===== src/rtl/alu_seq.sv =====
// Registered ALU with valid/ready handshakes on operands and result; optional iterative MUL (ALU_SEQ_MUL_EN).
// Latency: 1-cycle ops give out_valid after the accepting edge; MUL spends WIDTH cycles in EXEC before HOLD.
// Backpressure: the result waits in HOLD until out_ready; in_ready is low in EXEC and in HOLD without out_ready.
module alu_seq #(
  parameter int WIDTH = 8
) (
  input  logic             clk,
  input  logic             rst_n,
  input  logic             in_valid,
  output logic             in_ready,
  input  logic [3:0]       op,
  input  logic [WIDTH-1:0] acc_in,
  input  logic [WIDTH-1:0] reg_in,
  output logic             out_valid,
  input  logic             out_ready,
  output logic [WIDTH-1:0] out,
  output logic             z,
  output logic             c,
  output logic             n,
  output logic             v,
  output logic             busy
);

`ifdef ALU_SEQ_MUL_EN
  typedef enum logic [1:0] {IDLE = 2'd0, HOLD = 2'd1, EXEC = 2'd2} state_t;
  localparam int CW = $clog2(WIDTH + 1);
`else
  typedef enum logic {IDLE = 1'b0, HOLD = 1'b1} state_t;
`endif

  state_t state_q, state_d, start_state;
  logic   accept;

  logic [WIDTH-1:0] alu_res;
  logic             alu_z, alu_c, alu_n, alu_v;
  logic [WIDTH:0]   wide;
  logic [WIDTH-1:0] pop;

  assign in_ready  = (state_q == IDLE) | ((state_q == HOLD) & out_ready);
  assign accept    = in_valid & in_ready;
  assign out_valid = (state_q == HOLD);

`ifdef ALU_SEQ_MUL_EN
  logic               is_mul;
  logic               mul_last;
  logic [2*WIDTH-1:0] mcand_q, prod_q, prod_nxt;
  logic [WIDTH-1:0]   mplier_q;
  logic [CW-1:0]      cnt_q;

  assign is_mul      = (op == 4'b1011);
  assign start_state = is_mul ? EXEC : HOLD;
  assign busy        = (state_q == EXEC);
  assign prod_nxt    = mplier_q[0] ? (prod_q + mcand_q) : prod_q;
  // The counter is about to reach zero on this edge, so the final partial product lands now.
  assign mul_last    = (state_q == EXEC) & (cnt_q == CW'(1));

  // Shift-add multiplier: one multiplier bit per EXEC edge, LSB first.
  always_ff @(posedge clk or negedge rst_n) begin
    if (!rst_n) begin
      mcand_q  <= '0;
      prod_q   <= '0;
      mplier_q <= '0;
      cnt_q    <= '0;
    end else if (accept & is_mul) begin
      mcand_q  <= {{WIDTH{1'b0}}, acc_in};
      prod_q   <= '0;
      mplier_q <= reg_in;
      cnt_q    <= CW'(WIDTH);
    end else if (state_q == EXEC) begin
      prod_q   <= prod_nxt;
      mcand_q  <= mcand_q << 1;
      mplier_q <= mplier_q >> 1;
      cnt_q    <= cnt_q - CW'(1);
    end
  end
`else
  assign start_state = HOLD;
  assign busy        = 1'b0;
`endif

  // State register; reset aborts any op in flight.
  always_ff @(posedge clk or negedge rst_n) begin
    if (!rst_n) state_q <= IDLE;
    else        state_q <= state_d;
  end

  // Next-state: start new work on accept, leave HOLD only when the result is taken.
  always_comb begin
    state_d = state_q;
    case (state_q)
      IDLE: if (in_valid) state_d = start_state;
      HOLD: if (out_ready) state_d = in_valid ? start_state : IDLE;
`ifdef ALU_SEQ_MUL_EN
      EXEC: if (cnt_q == CW'(1)) state_d = HOLD;
`endif
      default: state_d = IDLE;
    endcase
  end

  // Single-cycle result and flags for the presented opcode.
  always_comb begin
    alu_res = '0;
    alu_z   = 1'b0;
    alu_c   = 1'b0;
    alu_n   = 1'b0;
    alu_v   = 1'b0;
    wide    = '0;
    pop     = '0;
    case (op)
      4'b0010: begin
        wide    = {1'b0, acc_in} + {1'b0, reg_in};
        alu_res = wide[WIDTH-1:0];
        alu_c   = wide[WIDTH];
        alu_v   = (acc_in[WIDTH-1] == reg_in[WIDTH-1]) & (alu_res[WIDTH-1] != acc_in[WIDTH-1]);
      end
      4'b0011: begin
        wide    = {1'b0, acc_in} - {1'b0, reg_in};
        alu_res = wide[WIDTH-1:0];
        alu_c   = wide[WIDTH];
        alu_v   = (acc_in[WIDTH-1] != reg_in[WIDTH-1]) & (alu_res[WIDTH-1] != acc_in[WIDTH-1]);
      end
      4'b0100: alu_res = (reg_in >= WIDTH'(WIDTH)) ? '0 : (acc_in << reg_in);
      4'b0101: alu_res = (reg_in >= WIDTH'(WIDTH)) ? '0 : (acc_in >> reg_in);
      4'b0110: alu_res = acc_in & reg_in;
      4'b0111: alu_res = acc_in | reg_in;
      4'b1000: alu_res = acc_in ^ reg_in;
      4'b1001: begin
        for (int i = 0; i < WIDTH; i++) pop = pop + {{(WIDTH-1){1'b0}}, reg_in[i]};
        alu_res = pop;
      end
      default: alu_res = '0;
    endcase
    if (op == 4'b1010) begin
      // Unsigned compare reports through flags only.
      alu_z = (acc_in == reg_in);
      alu_n = (acc_in < reg_in);
    end else if (op >= 4'b0010 && op <= 4'b1001) begin
      alu_z = (alu_res == '0);
      alu_n = alu_res[WIDTH-1];
    end
  end

  // Result/flag registers: loaded on a 1-cycle accept or MUL completion, otherwise held.
  always_ff @(posedge clk or negedge rst_n) begin
    if (!rst_n) begin
      out <= '0;
      z   <= 1'b0;
      c   <= 1'b0;
      n   <= 1'b0;
      v   <= 1'b0;
`ifdef ALU_SEQ_MUL_EN
    end else if (accept & ~is_mul) begin
`else
    end else if (accept) begin
`endif
      out <= alu_res;
      z   <= alu_z;
      c   <= alu_c;
      n   <= alu_n;
      v   <= alu_v;
`ifdef ALU_SEQ_MUL_EN
    end else if (mul_last) begin
      out <= prod_nxt[WIDTH-1:0];
      z   <= (prod_nxt[WIDTH-1:0] == '0);
      c   <= |prod_nxt[2*WIDTH-1:WIDTH];
      n   <= prod_nxt[WIDTH-1];
      v   <= 1'b0;
`endif
    end
  end

endmodule


===== config.mk =====
export PLATFORM = sky130hd
export DESIGN_NAME = alu_seq
export DESIGN_NICKNAME = d
export VERILOG_FILES = /design/src/rtl/alu_seq.sv
export SDC_FILE = /design/constraint.sdc
export NUM_CORES = 1
export LEC_CHECK = 0
export ABC_AREA = 1
export BUFFER_PORTS_ARGS = -buffer_cell sky130_fd_sc_hd__buf_2
export CAP_MARGIN = 5
export CORE_ASPECT_RATIO = 0.8
export CORE_MARGIN = 5
export CORE_UTILIZATION = 40
export CTS_CLUSTER_DIAMETER = 150
export CTS_CLUSTER_SIZE = 16
export DETAILED_ROUTE_END_ITERATION = 6
export PLACE_DENSITY_LB_ADDON = 0.08
export SYNTH_ARGS = -nofsm -noshare
export SYNTH_HDL_FRONTEND = slang
export SYNTH_SLANG_ARGS = --single-unit

===== constraint.sdc =====
create_clock -name clk -period 1.6 [get_ports clk]
set_input_delay 0.16 -clock clk [delete_from_list [all_inputs] [get_ports clk]]
set_output_delay 0.16 -clock clk [all_outputs]
set_load 0.05 [all_outputs]

== After elaboration in Yosys (flattened, before gate mapping) ==
Cells that the tools add are included.
W data, S select, Z words.

* Latch bits: 0
* Memories kept: 0
* Bits in read-only memories: 0
* RAM bits: 0
* Register bits after elaboration: 13
* Bits of input ports: 24

* Multipliers: 0
* Magnitude comparators: 4
* $add $sub $neg: 9
* Div/mod/pow operators: 0
* Bitwise logic cells: 9
* Eq/ne operators: 14
* Reductions and logical operators: 2
* Muxes and demuxes: 12
* Shift-type cells: 2

{| class="wikitable"
|+ Operator list
! kind !! count
|-
| $pmux W8 S8 || 1
|-
| $eq A4 B3 Y1 const B || 4
|-
| $mux W8 || 2
|-
| $eq A4 B4 Y1 const B || 3
|-
| $add A8 B8 Y9 || 1
|-
| $sub A8 B8 Y9 || 1
|-
| $add A7 B1 Y8 || 1
|-
| $and A8 B8 Y8 || 1
|-
| $eq A4 B2 Y1 const B || 2
|-
| $eq A8 B8 Y1 || 1
|-
| $ge A8 B4 Y1 const B || 1
|-
| $logic_not A8 Y1 || 1
|-
| $lt A8 B8 Y1 || 1
|-
| $or A8 B8 Y8 || 1
|-
| $shl A8 B8 Y8 || 1
|-
| $shr A8 B8 Y8 || 1
|-
| $xor A8 B8 Y8 || 1
|-
| $add A6 B1 Y7 || 1
|-
| $add A5 B1 Y6 || 1
|-
| $mux W1 || 6
|-
| $pmux W1 S2 || 3
|-
| $add A4 B1 Y5 || 1
|-
| $add A3 B1 Y4 || 1
|-
| $and A1 B1 Y1 || 4
|-
| other kinds (9) || 11
|}

== Logic depth before layout (Yosys ltp) ==
Gate-level depths: netlist (run 1).

* Word-level depth: 11
* Mapped depth: 19
* Depth with buffers taken out: 18

== Worst setup path after synthesis (run 1) ==
OpenSTA, ideal clock, no wires.

* Path kind: in2reg
* Start: input reg_in[0]
* End: register z
* Data required time: 1.523 ns
* Data arrival time: 3.087 ns
* Setup time: 0.077 ns
* Stages on the path: 16
* Setup slack: -1.565 ns
* Cells stage by stage: fa_1 inv_1 fa_1 fa_1 inv_1 ha_1 fa_1 xnor2_1 o22ai_1 nor3_1 nand2_1 a21oi_1 nand2_1 nor2_1 nand3_1 a21oi_1

* Longest elaborated chain between the ends: 11
* Elaborated cells between the ends (all ways): 22
* Those cells by class: add/sub: 9; order compare: 1; eq/ne: 1; shift: 2; mux: 5; bitwise: 3; reduce/logical: 1

{| class="wikitable"
|+ RTL lines
! what !! RTL line !! source
|-
| start, declared || 13 || <nowiki>input logic [WIDTH-1:0] reg_in,</nowiki>
|-
| $add A1 B1 Y2 || 128 || <nowiki>for (int i = 0; i < WIDTH; i++) pop = pop + {{(WIDTH-1){1'b0}}, reg_in[i]};</nowiki>
|-
| $add A2 B1 Y3 || 128 ||
|-
| $add A3 B1 Y4 || 128 ||
|-
| $add A4 B1 Y5 || 128 ||
|-
| $add A5 B1 Y6 || 128 ||
|-
| $add A6 B1 Y7 || 128 ||
|-
| $add A7 B1 Y8 || 128 ||
|-
| $pmux W8 S8 || 109 || <nowiki>case (op)</nowiki>
|-
| $logic_not A8 Y1 || 138 || <nowiki>alu_z = (alu_res == '0);</nowiki>
|-
| $mux W1 || 137 || <nowiki>end else if (op >= 4'b0010 && op <= 4'b1001) begin</nowiki>
|-
| $mux W1 (*) || 133 || <nowiki>if (op == 4'b1010) begin</nowiki>
|-
| end signal, assigned || 157 || <nowiki>z <= alu_z;</nowiki>
|-
| end, declared || 17 || <nowiki>output logic z,</nowiki>
|}

Every way passes the cells marked *; elsewhere a longest branch is shown, timed or not.
A chain may end at the register's enable or synchronous reset.

== Worst setup path in the final report (run 1) ==
Same ends and word-level chain as after synthesis.

==> flow_summary.toml, run 1 <==
[finish]
area_growth_pct = 54.5
mostFrequentLayoutCell = "nand2_1"
fillers = 634
mostFrequentLayoutCells = "nand2_1, buf_4, nand3_1, inv_1, nor2_1"
drive_gt1_share_pct = 40.0
seq_area_um2 = 327
final_cells = 656
diodes = 0
multi_input_area_um2 = 2200
nNetsFinal = 630

[floorplan]
start_util_pct = 40.6
die_area_um2 = 8120
dieWidth_um = 99.5
die_h_um = 81.6
pin_count = 39
core_um2 = 6310
core.rowCount = 26

[synthesis]
synth_area_per_cell_um2 = 5.85
ys_seq_area_share_pct = 12.7
netlist_area_um2 = 2560
ys_warn_count = 0
ys_ff_latch = 13
mappedNetlistNets = 495
synthCells = 438
synth.distinct_cells = 36

[route]
vias_per_cell = 5.11
firstDrtPassIters = 5
num_vias = 3352
postRouteWirelength_um = 9650
drt_iter0_markers = 206
drtAntennaViolNets = 0
wire_per_inst_um = 14.7
post-route-drc-count = 0

[global_route]
grt_overflow = 0
grt_pass1_vias = 3228
grt_max_degree = 14
grt_use_total_pct = 24.4
grt_pass1_wl_um = 15800
antenna_found_initial = 0

[timing]
skew_ns = 0.00180
whs_ns = 0.118
grt_setup_unrepaired = "yes"
setup_ws_ns = -1.55
slew_headroom_pct = 54.9
finalCritPeriodShare_pct = 197
tightestPinTransition_ns = 0.670
period_needed_ns = 3.15
slew_viol_final = 0
max_freq_mhz = 317
final-setup-viol-count = 11
hold_violations = 0

[worst_setup_path]
ff2ff_path_depth = 5
critPathRequiredTime_ns = 1.78
critPathLaunch = "reg_in[0]"
slowest_delay_ns = 0.55
reg2reg_slack_ns = 0.33
reg2reg_to = "out[3]$_DFFE_PN0P_"
cp_cell_sequence = "buf_6, fa_1, inv_2, fa_1, fa_1, inv_2, ha_4, fa_2, xnor2_2, o22ai_1, nor3_1, nand2_1, a21oi_2, nand2_1, nor2_1, nand3_1, a21oi_2"
critPathKind = "in2reg"
startpoint_type = "input port"
crit_slowest_cell = "fa_1"
r2r-start = "out_valid$_DFF_PN0_"
crit_top_cell = "fa_1"
critPathCaptureType = "flip-flop"
crit_arrival_ns = 3.33
worstPathMaxFanout = 2
path_delay_family = "adder cells"
critPathBufInv = 3

[power_and_ir_drop]
power_leakage_nw = 2.18
p_total_w = 0.00201
power_density_nw_per_um2 = 509
irDropWorstVdd_uv = 269

[place]
place.gp.congestion = 1.02
dp_hpwl_um = 7890
dp.cells = 639
port_buffers = 37

[status]
status = "finished, violations left"
violations = "setup timing"

[worst_hold_path]
whs_endpoint = "out_valid$_DFF_PN0_"
hold_path.startpoint = "in_valid"
hold_class = "in2reg"
holdPathStages = 3

[clock_network]
numCtsBuffers = 3
worstSkewPairLatency_ns = 0.24
htree_levels = 1
path_clk_slew_ns = 0.05
cts_buffer_depth = 2
cts_tree = "built"
cts-root-buf = "clkbuf_8"
clock-sinks = 13

[run]
drv_cap = 0
## layout make-up
cell class / instances / area share [%]
clock buffers: 4 / 1.14
multi-input cells: 344 / 55.5
flip-flops and latches: 13 / 8.25
inverters: 72 / 7.14
well taps: 84 / 2.65
repair buffers: 139 / 25.3
## layer usage
metal	track usage (%)	vias up	share of wire, %
met2	40.1	119	43
li1	-	1674	-
met3	3.57	14	7.4
met4	4.23	0	1.9
met1	34.6	1545	48
met5	0	-	0
## logic make-up after synthesis
| kind of cell | synth area share, % |
|---|---|
| other | 0.146 |
| AOI/OAI and AO/OA | 13.2 |
| buffers and inverters | 13.4 |
| adders and majority gates | 17.9 |
| xor gates and xnor gates | 0.684 |
| and+or+nand+nor | 41.9 |
| DFF | 12.7 |
## how the worst max path moves through the flow
stage | depth (start not counted) | to
floorplan | 16 | z$_DFFE_PN0P_
global placement | 17 | z$_DFFE_PN0P_
detailed placement | 17 | z$_DFFE_PN0P_
CTS | 17 | z$_DFFE_PN0P_
global route | 17 | z$_DFFE_PN0P_
finish | 17 | z$_DFFE_PN0P_
## power by group
part / leakage, nW / switching, W / internal [W]
Combinational: 1.99 / 0.000768 / 0.000561
Sequential: 0.167 / 0.0000201 / 0.000369
Clock: 0.0228 / 0.000119 / 0.000176
Total: 2.18 / 0.000908 / 0.00111
## timing repair
action	in CTS	in global routing
hold buffers	1	0
gates resized for setup	47	32
pin swaps	17	19
buffers inserted	9	4
setup endpoints to repair	12	12
hold endpoints to repair	13	0
## registers in the layout, summed over array words and instances, names as in the netlist
register	flops
c	1
n	1
out	8
out_valid	1
v	1
z	1
## cell usage after synthesis
library cell | n | area, µm²
a21oi_2 | 2 | 17.5
conb_1 | 1 | 3.75
nor2_4 | 2 | 22.5
buf_6 | 3 | 33.8
dfrtp_1 | 13 | 325
nand2_2 | 4 | 25.0
a21oi_1 | 25 | 125
nor2_2 | 5 | 31.3
nand3_1 | 54 | 270
inv_4 | 1 | 6.26
a211oi_1 | 1 | 7.51
xnor2_1 | 1 | 8.76
o22ai_1 | 5 | 31.3
fa_1 | 6 | 120
o41ai_1 | 2 | 17.5
or2_2 | 2 | 12.5
o21ai_0 | 18 | 90.1
inv_1 | 64 | 240
and2_1 | 2 | 12.5
o21a_1 | 1 | 7.51
nor2_1 | 43 | 161
nor4_1 | 2 | 12.5
nand2_1 | 125 | 469
buf_4 | 4 | 30.0
o2111ai_1 | 1 | 8.76
inv_2 | 7 | 26.3
o221ai_1 | 1 | 8.76
ha_1 | 27 | 338
o21ai_1 | 1 | 5.00
xor2_1 | 1 | 8.76
nand3_2 | 1 | 10.0
a31oi_1 | 2 | 12.5
o211ai_1 | 1 | 7.51
nand4_1 | 6 | 37.5
clkbuf_1 | 2 | 7.51
nor3_1 | 2 | 10.0
## stage by stage
| stage | setup TNS (ns) | cell area [µm²] | setup WS (ns) | util (%) |
|---|---|---|---|---|
| 2_1_floorplan | -5.70 | 2630 | -1.48 | - |
| 3_3_place_gp | -11.00 | 3510 | -1.73 | 55.6 |
| 3_5_place_dp | -11.14 | 3510 | -1.79 | 55.6 |
| 4_1_cts | -6.66 | 3810 | -1.52 | 60.4 |
| 5_1_grt | -8.39 | 3960 | -1.73 | 62.7 |
| 6_report | -7.14 | 3960 | -1.55 | 62.7 |
## worst reg2reg max path: cells and delay by family, from the launching register on
family	cells	cell delay, ns
AO/OA/AOI/OAI	1	0.07
buffers and inverters	1	0.29
flip-flops	1	0.40
AND/OR/NAND/NOR	3	0.39
No activity file was read; power rests on OpenSTA's default activity.
==> run 2, diff against run 1 <==
--- a/config.mk
+++ b/config.mk
@@ -8,10 +8,12 @@
 export ABC_AREA = 1
 export BUFFER_PORTS_ARGS = -buffer_cell sky130_fd_sc_hd__buf_2
 export CAP_MARGIN = 5
+export CELL_PAD_IN_SITES_DETAIL_PLACEMENT = 0
+export CELL_PAD_IN_SITES_GLOBAL_PLACEMENT = 1
 export CORE_ASPECT_RATIO = 0.8
 export CORE_MARGIN = 5
-export CORE_UTILIZATION = 40
-export CTS_CLUSTER_DIAMETER = 150
+export CORE_UTILIZATION = 36
+export CTS_CLUSTER_DIAMETER = 60
 export CTS_CLUSTER_SIZE = 16
 export DETAILED_ROUTE_END_ITERATION = 6
 export PLACE_DENSITY_LB_ADDON = 0.08
==> constraint.sdc (replaced) <==
create_clock -name clk -period 2.6 [get_ports clk]
set_input_delay 0.26 -clock clk [delete_from_list [all_inputs] [get_ports clk]]
set_output_delay 0.26 -clock clk [all_outputs]
set_load 0.05 [all_outputs]
==> run 2 against run 1 <==
  * The run still ends with setup timing left
  * Critical path type unchanged
  * Sequential power down 39%
  * Largest power group unchanged
  * Via count shrank 12%
  * Largest cell class unchanged
  * Combinational power shrank 53%
  * Non-clock buffer count decreased by 74
  * Register-to-register slack gained 0.85 ns
  * Highest routed layer is now met5
==> flow_summary.toml, run 2 (synthesis gave the netlist of run 1 again) <==
[finish]
largest_reg_flops = 8
seq_area_um2 = 325
mostFrequentLayoutCells = "nand2_1, inv_1, nand3_1, nor2_1, buf_2"
nNetsFinal = 556
drive_gt1_share_pct = 20.5
final_area_um2 = 3100
diodes = 0
area_growth_pct = 21.1
final_cells = 585
top_register = "out"
multi_input_area_um2 = 1940
fillers = 769
mostFrequentLayoutCell = "nand2_1"

[clock_network]
worstSkewPairLatency_ns = 0.23
htree_levels = 1
cts_tree = "built"
numCtsBuffers = 3
path_clk_slew_ns = 0.05
cts-root-buf = "clkbuf_8"
cts_buffer_depth = 2
clock-sinks = 13

[timing]
slew_viol_final = 0
skew_ns = 0.00143
hold_violations = 0
grt_setup_unrepaired = "yes"
max_freq_mhz = 315
finalCritPeriodShare_pct = 122
final-setup-viol-count = 5
period_needed_ns = 3.18
tightestPinTransition_ns = 0.560
setup_ws_ns = -0.577
slew_headroom_pct = 62.6

[worst_hold_path]
hold_class = "in2reg"

[floorplan]
core_um2 = 6890
dieWidth_um = 104
pin_count = 39
start_util_pct = 37.2
die_area_um2 = 8920
core.rowCount = 27
die_h_um = 85.5

[route]
vias_per_cell = 5.06
drtAntennaViolNets = 0
wire_per_inst_um = 14.8
drt_iter0_markers = 215
num_vias = 2963
firstDrtPassIters = 5
postRouteWirelength_um = 8640
post-route-drc-count = 0

[worst_setup_path]
critPathKind = "in2reg"
worstPathMaxFanout = 2
critPathCaptureType = "flip-flop"
reg2reg_slack_ns = 1.18
critPathRequiredTime_ns = 2.76
crit_arrival_ns = 3.34
startpoint_type = "input port"

[status]
status = "finished, violations left"
violations = "setup timing"

[place]
placed_area_um2 = 2990
port_buffers = 37
dp.cells = 578
dp_hpwl_um = 7360
place.gp.congestion = 0.890

[power_and_ir_drop]
power_density_nw_per_um2 = 336
power_leakage_nw = 1.78
irDropWorstVdd_uv = 174

[global_route]
grt_max_degree = 20
grt_pass1_wl_um = 13900
grt_pass1_vias = 2759
grt_overflow = 0
antenna_found_initial = 1
grt_use_total_pct = 18.8

[run]
drv_cap = 0
[run 2: changes by cell type in the layout (fill, tap and decap cells not counted), sizes merged]
cell  change
buf      -74
[run 2: per-stage QoR]
stage / hold slack (ns) / worst slack, ns / power [W] / setup TNS (ns) / utilization, %
5_1_grt: 0.240 / -0.754 / 0.00113 / -2.38 / 45.0
2_1_floorplan: -0.0356 / -0.581 / 0.000649 / -1.26 / -
6_report: 0.234 / -0.577 / 0.00104 / -1.82 / 45.0
3_3_place_gp: 0.160 / -0.886 / 0.000829 / -3.03 / 43.4
4_1_cts: 0.227 / -0.634 / 0.00103 / -1.94 / 44.8
3_5_place_dp: 0.158 / -0.940 / 0.000832 / -3.27 / 43.4
[run 2: worst paths after layout]
kind                                           from                  end  depth (start not counted)
worst max-delay path                      reg_in[0]        z$_DFFE_PN0P_                         17
worst min-delay path                       in_valid  out_valid$_DFF_PN0_                          3
worst max register to register  out_valid$_DFF_PN0_   out[5]$_DFFE_PN0P_                          5
worst min register to register        c$_DFFE_PN0P_        c$_DFFE_PN0P_                          2
max in group asynchronous                     rst_n  out_valid$_DFF_PN0_                          2
min in group asynchronous                     rst_n        c$_DFFE_PN0P_                          2
[run 2: worst max-delay path, cell delays in order]
cell     delay, ns
buf_6         0.10
fa_1          0.52
inv_1         0.05
fa_1          0.46
fa_1          0.51
inv_2         0.05
ha_4          0.15
fa_2          0.35
xnor2_2       0.12
o22ai_1       0.08
nor3_1        0.13
nand2_1       0.09
a21oi_2       0.13
nand2_1       0.08
nor2_2        0.08
nand3_1       0.08
a21oi_1       0.12
[run 2: final cells by class]
class / instances / share of cell area, %
clock buffers: 4 / 1.45
repair buffers: 65 / 13.3
well taps: 87 / 3.51
inverters: 72 / 8.79
multi-input cells: 344 / 62.4
flip-flops and latches: 13 / 10.5
[run 2: per-layer routing]
metal	wire length (µm)	GRT usage, %	vias to the layer above
met5	7	0	-
met4	72	3.29	2
met3	744	2.89	8
met2	3400	27.7	121
met1	4420	29.0	1313
li1	-	-	1519
[run 2: timing repair]
item                                    CTS  global route
setup buffers                             2             2
gates resized for setup                   4             7
endpoints found under the setup margin    5             5
hold endpoints to repair                 13             0
hold buffers                              1             0
pin swaps                                 4             3
[run 2: power by group]
group          total (W)  leakage [nW]  internal [W]  switching [W]
Combinational   0.000630          1.59      0.000219       0.000411
Clock           0.000173        0.0228      0.000108      0.0000656
Sequential      0.000238         0.168      0.000227      0.0000114
Total            0.00104          1.78      0.000554       0.000488
==> run 3, diff against run 2 <==
--- a/config.mk
+++ b/config.mk
@@ -12,7 +12,7 @@
 export CELL_PAD_IN_SITES_GLOBAL_PLACEMENT = 1
 export CORE_ASPECT_RATIO = 0.8
 export CORE_MARGIN = 5
-export CORE_UTILIZATION = 36
+export CORE_UTILIZATION = 30
 export CTS_CLUSTER_DIAMETER = 60
 export CTS_CLUSTER_SIZE = 16
 export DETAILED_ROUTE_END_ITERATION = 6
==> run 3 against run 2 <==
  * The flow still finishes with violations (setup timing)
  * Maximum frequency fell by 2.6%
  * Routed wire length rose by 3.7%
  * Via count fell by 0.81%
  * Critical path type unchanged
==> flow_summary.toml, run 3 (synthesis gave the netlist of run 1 again) <==
[status]
status = "finished, violations left"
violations = "setup timing"

[finish]
largest_reg_flops = 8
nNetsFinal = 555
diodes = 0
final_util_pct = 37.4
mostFrequentLayoutCells = "nand2_1, inv_1, nand3_1, nor2_1, buf_2"
top_register = "out"
mostFrequentLayoutCell = "nand2_1"
drive_gt1_share_pct = 21.3
area_growth_pct = 22.6

[route]
vias_per_cell = 4.83
wire_per_inst_um = 14.7
drtAntennaViolNets = 0
postRouteWirelength_um = 8960
firstDrtPassIters = 4
num_vias = 2939
post-route-drc-count = 0
drt_iter0_markers = 246

[timing]
grt_setup_unrepaired = "yes"
max_freq_mhz = 307
skew_ns = 0.00181
slew_viol_final = 0
tightestPinTransition_ns = 0.587
period_needed_ns = 3.26
final-setup-viol-count = 5
finalCritPeriodShare_pct = 125
hold_violations = 0
slew_headroom_pct = 60.8
setup_ws_ns = -0.661

[floorplan]
core_um2 = 8410
die_area_um2 = 10500
die_h_um = 92.7
pin_count = 39
dieWidth_um = 113
core.rowCount = 30
start_util_pct = 30.5

[worst_setup_path]
startpoint_type = "input port"
reg2reg_slack_ns = 1.16
worstPathMaxFanout = 2
critPathKind = "in2reg"
critPathRequiredTime_ns = 2.77
critPathCaptureType = "flip-flop"
crit_arrival_ns = 3.43
reg2reg_to = "z$_DFFE_PN0P_"
r2r-start = "out_valid$_DFF_PN0_"
ff2ff_path_depth = 5
critPathLaunch = "reg_in[0]"

[clock_network]
path_clk_slew_ns = 0.05
clock-sinks = 13
cts_buffer_depth = 2
htree_levels = 1
cts-root-buf = "clkbuf_8"
worstSkewPairLatency_ns = 0.24
numCtsBuffers = 3
cts_tree = "built"

[power_and_ir_drop]
power_density_nw_per_um2 = 334
swShare_pct = 47.1
p_clk_share_pct = 16.9
p_comb_share_pct = 60.5
irDropWorstVdd_uv = 227
p_seq_share_pct = 22.7
intPower_w = 0.000555
p_sw_w = 0.000495
power_leakage_nw = 1.78
p_total_w = 0.00105

[worst_hold_path]
hold_path.startpoint = "in_valid"
whs_endpoint = "out_valid$_DFF_PN0_"
hold_class = "in2reg"
holdPathStages = 3

[place]
place.gp.congestion = 0.859
port_buffers = 37
dp_hpwl_um = 7800

[global_route]
grtUsageMet3_pct = 4.64
grt-busiest-layer = "met2"
grt_pass1_wl_um = 14800
met1_usage_pct = 25.7
grt_use_total_pct = 17.4
use_met2_pct = 26.3
antenna_found_initial = 1
grt_max_degree = 20
grt_pass1_vias = 2852
grt_overflow = 0

[run]
drv_cap = 0
-- run 3: metrics by stage --
step | hold WS [ns] | cell area, µm² | setup slack [ns] | instances | setup TNS [ns]
6_report | 0.224 | 3140 | -0.661 | 609 | -1.85
5_1_grt | 0.234 | 3140 | -0.832 | 609 | -2.45
4_1_cts | 0.224 | 3120 | -0.631 | 609 | -1.88
3_5_place_dp | 0.159 | 3020 | -0.938 | 602 | -3.24
3_3_place_gp | 0.164 | 3020 | -0.911 | 602 | -3.11
2_1_floorplan | -0.0356 | 2580 | -0.581 | 438 | -1.26
-- run 3: worst max-delay path by stage --
| stage | to | slack [ns] | depth (start not counted) |
|---|---|---|---|
| after floorplan | z$_DFFE_PN0P_ | -0.58 | 16 |
| after global placement | z$_DFFE_PN0P_ | -0.91 | 17 |
| after detailed placement | z$_DFFE_PN0P_ | -0.94 | 17 |
| after CTS | z$_DFFE_PN0P_ | -0.63 | 17 |
| after global routing | z$_DFFE_PN0P_ | -0.83 | 17 |
| final | z$_DFFE_PN0P_ | -0.66 | 17 |
-- run 3: repair_timing --
action                     in CTS  in global routing
pin swaps                       3                  7
gates resized for setup         5                 10
buffers inserted                2                  2
hold buffers                    1                  0
setup endpoints to repair       5                  5
hold endpoints to repair       13                  0
-- run 3: worst max-delay path, stage by stage --
cell and delay (ns):
buf_6 0.10, fa_1 0.52, inv_1 0.05, fa_1 0.45, fa_1 0.50, inv_2 0.05, ha_4 0.15, fa_2 0.34
xnor2_2 0.14, o22ai_1 0.08, nor3_1 0.17, nand2_1 0.09, a21oi_2 0.12, nand2_1 0.06, nor2_1 0.12, nand3_1 0.10
a21oi_2 0.11
-- run 3: final cells by class --
class	instances	area [µm²]
clock buffers	4	45.0
multi-input cells	344	1950
flip-flops and latches	13	325
repair buffers	64	404
inverters	72	273
well taps	112	140
fillers	961	5270
-- run 3: power by group through the flow --
stage          clock network (W)  registers [W]  logic (W)
6_report                0.000177       0.000238   0.000634
5_1_grt                 0.000189       0.000242   0.000703
4_1_cts                 0.000180       0.000238   0.000616
3_5_place_dp                   0       0.000242   0.000591
3_3_place_gp                   0       0.000242   0.000593
2_1_floorplan                  0       0.000329   0.000320
-- run 3: layer usage --
layer | part of all wire [%] | vias up | wire (µm)
met5 | 0.15 | - | 13
met4 | 0.47 | 2 | 42
met3 | 8.3 | 7 | 743
met2 | 40 | 84 | 3610
met1 | 51 | 1322 | 4550
li1 | - | 1524 | -
